===== src/rtl/serial_subtractor_pkg.sv =====
// Shared definitions for the bit-serial subtractor: FSM encodings and counter sizing.
package serial_subtractor_pkg;

    typedef enum logic [1:0] {
        ST_IDLE   = 2'd0,
        ST_SHIFT  = 2'd1,
        ST_FINISH = 2'd2
    } state_t;

    // Bit counter width; it only has to reach WIDTH-1.
    function automatic int cnt_w(input int width);
        return $clog2(width);
    endfunction

endpackage


===== src/rtl/serial_subtractor_half_subtractor.sv =====
// Combinational half-subtractor cell; two of these plus a borrow FF make a full subtractor.
module half_subtractor (
    input  logic A,
    input  logic B,
    output logic DIFF,
    output logic BORROW
);

    assign DIFF   = A ^ B;
    assign BORROW = ~A & B;

endmodule


===== src/rtl/serial_subtractor.sv =====
// Bit-serial A - B, LSB first, one bit per clock, with START/BUSY/DONE handshake.
module serial_subtractor
    import serial_subtractor_pkg::*;
#(
    parameter int WIDTH = 8
) (
    input  logic             CLK,
    input  logic             RST,
    input  logic             START,
    input  logic [WIDTH-1:0] A,
    input  logic [WIDTH-1:0] B,
    output logic             BUSY,
    output logic             DONE,
    output logic [WIDTH-1:0] DIFF,
    output logic             BORROW,
    output logic             OVF
);

    localparam int            CW   = cnt_w(WIDTH);
    localparam logic [CW-1:0] LAST = CW'(WIDTH - 1);

    state_t           state;
    logic [WIDTH-1:0] a_sr, b_sr;
    logic [WIDTH-2:0] res;
    logic [CW-1:0]    cnt;
    logic             bin, amsb, bmsb;

    logic             d0, br0, d, br1, bout;
    logic [WIDTH-1:0] shf;

    half_subtractor u_hs0 (.A(a_sr[0]), .B(b_sr[0]), .DIFF(d0), .BORROW(br0));
    half_subtractor u_hs1 (.A(d0),      .B(bin),     .DIFF(d),  .BORROW(br1));

    assign bout = br0 | br1;
    // res keeps only the WIDTH-1 lower bits; the final bit arrives on the last edge
    // and goes straight into DIFF together with them.
    assign shf  = {d, res};

    always_ff @(posedge CLK) begin
        if (RST) begin
            state  <= ST_IDLE;
            a_sr   <= '0;
            b_sr   <= '0;
            res    <= '0;
            cnt    <= '0;
            bin    <= 1'b0;
            amsb   <= 1'b0;
            bmsb   <= 1'b0;
            BUSY   <= 1'b0;
            DONE   <= 1'b0;
            DIFF   <= '0;
            BORROW <= 1'b0;
            OVF    <= 1'b0;
        end else begin
            case (state)
                ST_IDLE: begin
                    DONE <= 1'b0;
                    if (START) begin
                        a_sr  <= A;
                        b_sr  <= B;
                        amsb  <= A[WIDTH-1];
                        bmsb  <= B[WIDTH-1];
                        bin   <= 1'b0;
                        cnt   <= '0;
                        BUSY  <= 1'b1;
                        state <= ST_SHIFT;
                    end
                end
                ST_SHIFT: begin
                    a_sr <= a_sr >> 1;
                    b_sr <= b_sr >> 1;
                    res  <= shf[WIDTH-1:1];
                    bin  <= bout;
                    cnt  <= cnt + 1'b1;
                    if (cnt == LAST) begin
                        BUSY   <= 1'b0;
                        DONE   <= 1'b1;
                        DIFF   <= shf;
                        BORROW <= bout;
                        OVF    <= (amsb ^ bmsb) & (amsb ^ d);
                        state  <= ST_FINISH;
                    end
                end
                ST_FINISH: begin
                    DONE  <= 1'b0;
                    state <= ST_IDLE;
                end
                default: begin
                    BUSY  <= 1'b0;
                    DONE  <= 1'b0;
                    state <= ST_IDLE;
                end
            endcase
        end
    end

endmodule


===== config.mk =====
export PLATFORM = sky130hd
export DESIGN_NAME = serial_subtractor
export DESIGN_NICKNAME = d
export VERILOG_FILES = /design/src/rtl/serial_subtractor_pkg.sv /design/src/rtl/serial_subtractor_half_subtractor.sv /design/src/rtl/serial_subtractor.sv
export SDC_FILE = /design/constraint.sdc
export NUM_CORES = 1
export LEC_CHECK = 0
export CORE_ASPECT_RATIO = 1.25
export CORE_MARGIN = 3
export CORE_UTILIZATION = 40
export DETAILED_ROUTE_END_ITERATION = 10
export PLACE_DENSITY = 0.66
export SLEW_MARGIN = 20
export SYNTH_ARGS = -nofsm -noshare
export SYNTH_HDL_FRONTEND = slang
export SYNTH_SLANG_ARGS = --single-unit

===== constraint.sdc =====
create_clock -name CLK -period 1.64 [get_ports CLK]
set_clock_uncertainty 0.1 [all_clocks]
set_input_delay 0.246 -clock CLK [delete_from_list [all_inputs] [get_ports CLK]]
set_output_delay 0.246 -clock CLK [all_outputs]
set_load 0.01 [all_outputs]

== Yosys cells after proc, flatten, opt, wreduce, memory -nomap -nowiden ==
Index checks and enable logic that the tools add are counted.

* Add/subtract/negate cells: 1
* Multiply operators: 0
* Divide/modulo/power cells: 0
* Magnitude comparators: 0
* Equality and inequality tests: 5
* Shift-type cells: 0
* Mux-type cells: 14
* Bitwise operators: 12
* Reduce and logical (&&, ||, !) cells: 8

{| class="wikitable"
|+ Operators by type and width
! kind !! number
|-
| one-hot mux 8 bit (2 select lines) || 2
|-
| 2-to-1 mux 8 bit || 2
|-
| AND reduction 2 bit || 4
|-
| one-hot mux 3 bit (2 select lines) || 1
|-
| 2-to-1 mux 2 bit || 2
|-
| inequality test 2 bit (second input constant) || 2
|-
| NOT 1 bit || 4
|-
| one-hot mux 2 bit (2 select lines) || 1
|-
| bitwise XOR 1 bit || 4
|-
| adder 3 x 1 -> 3 bit (second input constant) || 1
|-
| bitwise AND 1 bit || 3
|-
| equality test 3 bit (second input constant) || 1
|-
| 2-to-1 mux 1 bit || 3
|-
| 2-to-1 mux 3 bit || 1
|-
| one-hot mux 1 bit (3 select lines) || 1
|-
| AND reduction 3 bit || 1
|-
| equality test 2 x 1 -> 1 bit (second input constant) || 1
|-
| equality test 2 bit (second input constant) || 1
|-
| zero test 2 bit || 1
|-
| one-hot mux 1 bit (2 select lines) || 1
|-
| nonzero test 2 bit || 1
|-
| OR reduction 2 bit || 1
|-
| bitwise OR 1 bit || 1
|}

* Register bits: 43
* Latch bits: 0
* Memory bits (writable): 0
* Bits in read-only memories: 0
* Bits of input ports: 19
* Output and inout port bits: 12
* Logic and storage cells: 53
* Memories kept: 0

== Logic depth before layout (Yosys ltp) ==
Gate-level depths: netlist (run 1).

* Depth after elaboration: 5
* Mapped depth: 6

== Hierarchy ==
From an unflattened synthesis (run 1), not the netlist that was laid out.

* Cell total of the unflattened synthesis: 195
* Area total of the unflattened synthesis: 1731.7 sq um

{| class="wikitable"
|+ By module, submodules not included
! module !! instances !! cells each !! area an instance (sq um)
|-
| serial_subtractor || 1 || 189 || 1691.6
|-
| half_subtractor || 2 || 3 || 20.0
|}

== Worst setup path before layout (run 1) ==
Ideal clock, no wire load.

* Path kind: register to register
* From: register b_sr[0]
* To: register OVF
* Setup time: 123 ps
* Arrival: 1267 ps
* Data required time: 1417 ps
* Setup slack: 151 ps
* Cell stages (with the launch flop): 6
* Period minus slack after synthesis: 1489 ps
* Path through: dfxtp_1 > inv_1 > fa_1 > nor2_1 > a221oi_2 > nor3_1

* Word-level cells in the longest chain between the ends: 4

{| class="wikitable"
|+ RTL lines
! element !! line !! source
|-
| from (decl) || serial_subtractor.sv:23 || <nowiki>logic [WIDTH-1:0] a_sr, b_sr;</nowiki>
|-
| from (signal assigned) || serial_subtractor.sv:71 || <nowiki>b_sr <= b_sr >> 1;</nowiki>
|-
| bitwise XOR 1 bit (2 in series) || serial_subtractor_half_subtractor.sv:9 || <nowiki>assign DIFF = A ^ B;</nowiki>
|-
| net d || serial_subtractor.sv:28 || <nowiki>logic d0, br0, d, br1, bout;</nowiki>
|-
| bitwise XOR 1 bit || serial_subtractor.sv:80 || <nowiki>OVF <= (amsb ^ bmsb) & (amsb ^ d);</nowiki>
|-
| bitwise AND 1 bit || serial_subtractor.sv:80 ||
|-
| to (signal assigned) || serial_subtractor.sv:80 ||
|-
| to (decl) || serial_subtractor.sv:16 || <nowiki>output logic OVF</nowiki>
|}

The timed path passes the listed nets, and every way through them passes these cells.
A chain may end at the register's enable or synchronous reset.

== Worst setup path in the final report (run 1) ==
* From: register BUSY
* To: output port BUSY

{| class="wikitable"
|+ RTL lines
! element !! line !! source
|-
| from (decl) || serial_subtractor.sv:12 || <nowiki>output logic BUSY,</nowiki>
|-
| from (signal assigned) || serial_subtractor.sv:49 || <nowiki>BUSY <= 1'b0;</nowiki>
|-
| from (signal assigned) || serial_subtractor.sv:65 || <nowiki>BUSY <= 1'b1;</nowiki>
|-
| from (signal assigned) || serial_subtractor.sv:76 || <nowiki>BUSY <= 1'b0;</nowiki>
|}

No word-level cell between the ends.

==> results of run 1 <==
cell usage after synthesis (3+ instances only):
library cell	number
buf_6	3
a221oi_1	3
nor2_1	21
nand2b_1	3
dfxtp_1	43
o22ai_1	4
buf_4	4
a211oi_1	6
nand2_1	33
a21oi_1	24
clkbuf_1	5
o21ai_0	4
inv_1	8
o2bb2ai_1	6
o221a_2	4
repair_timing:
item                       in CTS  in global routing
setup endpoints to repair       0                  3
hold buffers                    0                  0
buffers inserted                0                  1
resized for setup               0                  4
hold endpoints to repair        0                  0
per-layer routing:
layer	GRT usage (%)	part of all wire [%]	vias to the layer above
met5	0	0	-
met4	7.32	2.4	0
met3	4.56	4.7	8
met2	24.4	45	35
met1	19.7	48	681
li1	-	-	751
layout by cell type (no fill, tap or decap), types with 2 or more instances in the layout:
master,Yosys,layout
o2bb2ai_1,6,6
a221oi_1,3,3
nand2b_1,3,3
a221oi_2,2,2
nor2b_1,2,2
o221a_2,4,4
inv_1,8,8
clkdlybuf4s50_1,0,30
buf_4,4,9
nor3_1,2,2
nor3b_1,2,2
dfxtp_2,0,2
nand2_1,33,33
a22oi_1,2,2
o22ai_1,4,4
a21oi_1,24,24
a211oi_1,6,6
dfxtp_1,43,41
a211oi_2,2,2
clkbuf_8,0,6
ha_1,2,2
o21ai_0,4,4
nor2_1,21,21
registers in the layout, indices dropped and copies added, names as in the netlist, 2 cells and up:
register,cells
b_sr,8
a_sr,8
DIFF,8
cnt,3
state,2
res,7
power breakdown:
part	internal, mW	switching [mW]
clock network	0.493	0.361
logic	0.156	0.143
registers	1.10	0.0311
total	1.74	0.536
area by class of cell:
cell class / count / area, µm² / area share, %
clock inverter: 2 / 35.0 / 1.53
inverter: 8 / 30.0 / 1.31
multi-input combinational: 132 / 817 / 35.6
clock buffer: 6 / 82.6 / 3.59
sequential: 43 / 863 / 37.6
tap: 56 / 70.1 / 3.05
timing repair buffer: 41 / 399 / 17.4
per-stage QoR:
step           total power, mW   TNS, ns
6_report                  2.28         0
5_1_grt                   2.38         0
4_1_cts                   2.29         0
3_5_place_dp              1.44    -0.165
3_3_place_gp              1.44  -0.00412
2_1_floorplan             1.33         0
logic make-up after synthesis:
family | after synthesis | synth area share [%]
DFF | 43 | 47.9
and+or+nand+nor | 69 | 18.2
adders and majority gates | 3 | 2.51
AOI/OAI and AO/OA | 60 | 24.6
buffers and inverters | 22 | 6.82
final timing paths:
path                                           start             endpoint  slack, ns  cells after the start
worst max-delay path               BUSY$_SDFFE_PP0P_                 BUSY       0.06                      1
worst min-delay path             cnt[0]$_SDFFE_PP0P_  cnt[0]$_SDFFE_PP0P_       0.35                      1
worst max register to register  b_sr[0]$_SDFFE_PP0P_     OVF$_SDFFE_PP0P_       0.09                      5
worst min register to register   cnt[0]$_SDFFE_PP0P_  cnt[0]$_SDFFE_PP0P_       0.35                      1
==> metrics.yaml, run 1 <==
status: "complete, no violations"
clkLatencyLatePin_ns: 0.29
wl_per_cell_um: 13.2
start_util_pct: 42.8
avgViaCountPerCell: 5.12
ant_nets: 0
die_w_um: 66.0
syn_inst: 197
die_h_um: 81.0
clk_pin_slew_ns: 0.08
synth_top_area_share_pct: 47.9
place_congestion: 0.747
dp.cells: 279
yosys_register_bits: 43
p_per_area_nw_per_um2: 993
crit_family: "buffers and inverters"
grt_pass1_wl_um: 6370
endpoint_kind: "output pin"
crit_path_start_kind: "flip-flop"
preCtsSetupSlack_ns: -0.0453
grt_usage_pct: 15.6
seq_area_frac_synth_pct: 47.9
arrival_ns: 1.23
leakage_nw: 0.838
cts_inserted_buffers: 5
drc: 0
critPathSlowestCell: "clkdlybuf4s50_1"
synth_nets: 219
synth-edff-count: 0
grt_pass1_vias: 1412
synthToLayoutAreaGrowth_pct: 27.8
crit_required_ns: 1.29
slowest_delay_ns: 0.56
root_buffer: "clkbuf_8"
drive_gt1_share_pct: 15.9
synth_area_um2: 1800
rows: 26
synthArstFlopShare_pct: 0
max_slew.worst_pin.slew_ns: 0.405
setup_viol_count_final: 0
synth.avg_cell_area_um2: 9.13
core_area_um2: 4200
final_cells: 288
max_slew_margin_pct: 73.0
grt_overflow: 0
yosysWarnings: 0
fp.dieArea_um2: 5340
slew_viol_final: 0
drv_cap: 0
path_cells: "clkdlybuf4s50_1"
cts_tree: "done"
worst_slack_ns: 0.0617
cts_buffer_depth: 2
synth_top_flop_cell: "dfxtp_1"
port_buffers: 30
min_period_ns: 1.58
critical_path_peak_fanout: 3
synthTopCellsByArea: "dfxtp_1, nand2_1, a21oi_1"
routed_wl_um: 3800
ioPinCount: 31
htreeDepth: 2
final_hold_viol_count: 0
critPathBufInv: 1
design_area_um2: 2300
final_nets: 253
grt_max_degree: 44
dp_hpwl_um: 2530
placed_cell_area_um2: 2160
diodes: 0
hold_class: "reg -> reg"
ys_types: 33
first_pass_iters: 4
cts_num_sinks: 43
synth_top_cell_by_area: "dfxtp_1"
drt_iter0_drc: 61
max_freq_ghz: 0.634
path_class: "reg -> out"
vias: 1475
final_core_util_pct: 54.7
antenna_found_initial: 0
ir_drop_mv: 0.544
whs_ns: 0.348
rsz0062_at_grt: "no"
finalCritPeriodShare_pct: 96.2
fill_cells: 385
(Power assumes the default switching activity.)
==> run 2: changes to the inputs <==
--- a/config.mk
+++ b/config.mk
@@ -10,4 +10,5 @@
 export CORE_UTILIZATION = 40
 export DETAILED_ROUTE_END_ITERATION = 10
+export GPL_ROUTABILITY_DRIVEN = 0
 export PLACE_DENSITY = 0.66
 export SLEW_MARGIN = 20
--- a/constraint.sdc
+++ b/constraint.sdc
@@ -3,3 +3,3 @@
 set_input_delay 0.246 -clock CLK [delete_from_list [all_inputs] [get_ports CLK]]
 set_output_delay 0.246 -clock CLK [all_outputs]
-set_load 0.01 [all_outputs]
+set_load 0.1 [all_outputs]
==> metrics.yaml, run 2 (synthesis gave the netlist of run 1 again) <==
status: "complete, no violations"
ioPinCount: 31
grt_usage_pct: 15.5
final_cell_mix: "dfxtp_1, nand2_1, a21oi_1"
diodes: 0
finalCritPeriodShare_pct: 94.8
grt_max_degree: 44
final_hold_viol_count: 0
htreeDepth: 2
dp.cells: 277
path_cells: "inv_1 > fa_1 > nor2_1 > a221oi_2 > nor3_1"
grt_pass1_vias: 1369
min_period_ns: 1.55
fp.dieArea_um2: 5340
first_pass_iters: 4
crit_path_start_kind: "flip-flop"
grt_overflow: 0
clk_pin_slew_ns: 0.08
die_h_um: 81.0
endpoint_kind: "flip-flop"
reg.largest.list: "DIFF x8, a_sr x8, b_sr x8"
setup_viol_count_final: 0
start_util_pct: 42.8
cts_buffer_depth: 2
core_area_um2: 4200
cts_hold_buf: 0
avgViaCountPerCell: 5.07
drv_cap: 0
die_w_um: 66.0
max_slew_margin_pct: 69.6
cts_num_sinks: 43
cts_inserted_buffers: 5
leakage_nw: 0.869
post_cts_buffers: 0
slew_viol_final: 0
root_buffer: "clkbuf_8"
whs_ns: 0.366
routed_wl_um: 3880
fin_tns_setup_ns: 0
hold_class: "reg -> reg"
rrSetupSlack_ns: 0.09
ir_drop_mv: 0.479
p_per_area_nw_per_um2: 916
path_class: "reg -> reg"
ant_nets: 0
cts_tree: "done"
crit_required_ns: 1.72
final_common_cell: "dfxtp_1"
dp_hpwl_um: 2570
critical_path_peak_fanout: 3
port_buffers: 30
fill_cells: 378
clkLatencyLatePin_ns: 0.30
total_power_mw: 2.19
wl_per_cell_um: 13.6
final_nets: 251
max_slew.worst_pin.slew_ns: 0.455
drt_iter0_drc: 112
drc: 0
cts_resized: 0
preCtsSetupSlack_ns: 0.0156
max_freq_ghz: 0.643
synthToLayoutAreaGrowth_pct: 32.6
worst_slack_ns: 0.0856
final_cells: 286
slowest_delay_ns: 0.61
critPathSlowestCell: "fa_1"
vias: 1450
rows: 26
grt_pass1_wl_um: 6220
drive_gt1_share_pct: 19.6
arrival_ns: 1.63
antenna_found_initial: 0
## run 2: cell count changes in the layout (fill, tap and decap cells not counted), moves of 2 or more
cell             before  now
clkdlybuf4s50_1      30   18
buf_4                 9    7
dfxtp_2               2    0
buf_12                1   13
dfxtp_1              41   43
## run 2: worst paths after layout
kind	from	cells after the start	to
min reg2reg	res[0]$_SDFFE_PP0N_	2	DIFF[0]$_SDFFE_PP0P_
min	res[0]$_SDFFE_PP0N_	2	DIFF[0]$_SDFFE_PP0P_
max reg2reg	b_sr[0]$_SDFFE_PP0P_	5	OVF$_SDFFE_PP0P_
max	b_sr[0]$_SDFFE_PP0P_	5	OVF$_SDFFE_PP0P_
## run 2: layer usage
layer	vias up	global-route usage (%)	share of wire (%)
li1	747	-	-
met1	672	19.7	47
met3	7	4.98	4.4
met4	0	7.32	1.9
met5	-	0	0
met2	24	23.8	47
## run 2: layout make-up
cell class                      instances  area [µm²]  share of cell area (%)
Sequential cell                        43         861                    36.1
Clock inverter                          1        7.51                   0.315
Multi-Input combinational cell        133         827                    34.7
Timing Repair Buffer                   38         493                    20.7
Clock buffer                            7        96.3                    4.04
Inverter                                8        30.0                    1.26
Tap cell                               56        70.1                    2.94
## run 2: critical path, delay by kind of cell (launching register included)
kind	cells	cell delay (ns)
AO/OA/AOI/OAI	1	0.20
adder cells (fa/ha/maj)	1	0.61
buffers and inverters	1	0.06
flip-flops	1	0.31
AND/OR/NAND/NOR	2	0.15
## run 2: where the power goes
| part | internal (mW) | switching [mW] | leakage, nW |
|---|---|---|---|
| Clock | 0.383 | 0.364 | 0.0505 |
| Sequential | 1.10 | 0.0329 | 0.352 |
| Combinational | 0.152 | 0.157 | 0.467 |
| Total | 1.63 | 0.554 | 0.869 |
## run 2: per-stage QoR
stage	area [µm²]	utilization, %
global placement	2270	54.1
CTS	2370	56.5
detailed placement	2270	54.1
floorplan	1800	-
finish	2380	56.8
global route	2380	56.8
==> run 3: changes to the inputs <==
SETUP_SLACK_MARGIN = 0.1   (was not set)
==> metrics.yaml, run 3 (synthesis gave the netlist of run 1 again) <==
first_pass_iters: 4
crit_required_ns: 1.72
fin_tns_setup_ns: 0
core_area_um2: 4200
drt_iter0_drc: 114
critical_path_peak_fanout: 3
vias: 1447
rows: 26
diodes: 0
reg2reg_from: "b_sr[0]$_SDFFE_PP0P_"
clk_pin_slew_ns: 0.08
path_class: "reg -> reg"
total_power_mw: 2.19
final_nets: 251
leakage_nw: 0.867
final_common_cell: "dfxtp_1"
grt_usage_pct: 16.1
ir_drop_mv: 0.464
setup_viol_count_final: 0
finalCritPeriodShare_pct: 93.0
antenna_found_initial: 0
min_period_ns: 1.53
cts_tree: "done"
min_from: "res[0]$_SDFFE_PP0N_"
worstHoldPathCells: 2
preCtsSetupSlack_ns: 0.0156
start_util_pct: 42.8
port_buffers: 30
rsz0062_at_grt: "yes"
hold_class: "reg -> reg"
fp.dieArea_um2: 5340
p_per_area_nw_per_um2: 910
status: "complete, no violations"
htreeDepth: 2
slew_viol_final: 0
drv_cap: 0
routed_wl_um: 3900
arrival_ns: 1.60
max_freq_ghz: 0.655
cts_num_sinks: 43
cts_inserted_buffers: 5
max_slew.worst_pin.slew_ns: 0.383
ioPinCount: 31
root_buffer: "clkbuf_8"
max_slew_margin_pct: 74.4
endpoint_kind: "flip-flop"
reg.largest.list: "DIFF x8, a_sr x8, b_sr x8"
hold_path_end: "DIFF[0]$_SDFFE_PP0P_"
dp_hpwl_um: 2570
die_w_um: 66.0
final_hold_viol_count: 0
cts_buffer_depth: 2
clkLatencyLatePin_ns: 0.30
rrSetupSlack_ns: 0.11
wl_per_cell_um: 13.6
crit_path_start_kind: "flip-flop"
grt_max_degree: 44
grt_pass1_vias: 1375
post_cts_buffers: 0
critPathLaunch: "b_sr[0]$_SDFFE_PP0P_"
final_core_util_pct: 57.4
avgViaCountPerCell: 5.06
final_cell_mix: "dfxtp_1, nand2_1, a21oi_1"
grt_overflow: 0
reg2reg_to: "OVF$_SDFFE_PP0P_"
worst_slack_ns: 0.114
reg2reg_depth: 5
drc: 0
synthToLayoutAreaGrowth_pct: 34.0
ant_nets: 0
drive_gt1_share_pct: 23.5
grt_pass1_wl_um: 6440
die_h_um: 81.0
[run 3: layout make-up]
cell class	instances	area, µm²
Multi-Input combinational cell	133	847
Clock buffer	7	96.3
Timing Repair Buffer	38	493
Clock inverter	1	7.51
Fill cell	375	1790
Tap cell	56	70.1
Sequential cell	43	866
Inverter	8	30.0
[run 3: worst max path at each step]
| stage | end | slack (ns) | depth (start not counted) |
|---|---|---|---|
| floorplan | OVF$_SDFFE_PP0P_ | 0.15 | 5 |
| global placement | b_sr[1]$_SDFFE_PP0P_ | 0.02 | 4 |
| detailed placement | a_sr[3]$_SDFFE_PP0P_ | 0.02 | 4 |
| CTS | OVF$_SDFFE_PP0P_ | 0.11 | 5 |
| global route | OVF$_SDFFE_PP0P_ | 0.05 | 5 |
| finish | OVF$_SDFFE_PP0P_ | 0.11 | 5 |
[run 3: per-stage QoR]
step           area [µm²]  hold slack [ns]  cells
3_3_place_gp         2270            0.344    277
4_1_cts              2380            0.364    286
5_1_grt              2410            0.371    286
3_5_place_dp         2270            0.352    277
2_1_floorplan        1800            0.305    197
6_report             2410            0.364    286
[run 3: layer usage]
metal	vias to the layer above	wire length, µm	GRT usage (%)
li1	749	-	-
met1	672	1840	20.5
met2	19	1820	24.9
met5	-	0	0
met4	0	75	7.32
met3	7	161	4.98
[run 3: power breakdown]
| part | total, mW | leakage [nW] | switching [mW] | internal [mW] |
|---|---|---|---|---|
| sequential | 1.13 | 0.353 | 0.0345 | 1.10 |
| combinational | 0.315 | 0.464 | 0.159 | 0.156 |
| clock | 0.747 | 0.0505 | 0.364 | 0.383 |
[run 3: timing repair]
action,in CTS,in global routing
endpoints found under the setup margin,8,21
gates cloned,1,0
resized for setup,2,10
hold buffers,0,0
pin swaps,4,3
[run 3: worst max-delay path, cell delays in order, from the launching register on]
cell and delay [ns]:
dfxtp_2 0.33, inv_2 0.04, fa_2 0.61, nor2_2 0.05, a221oi_2 0.22, nor3_1 0.06
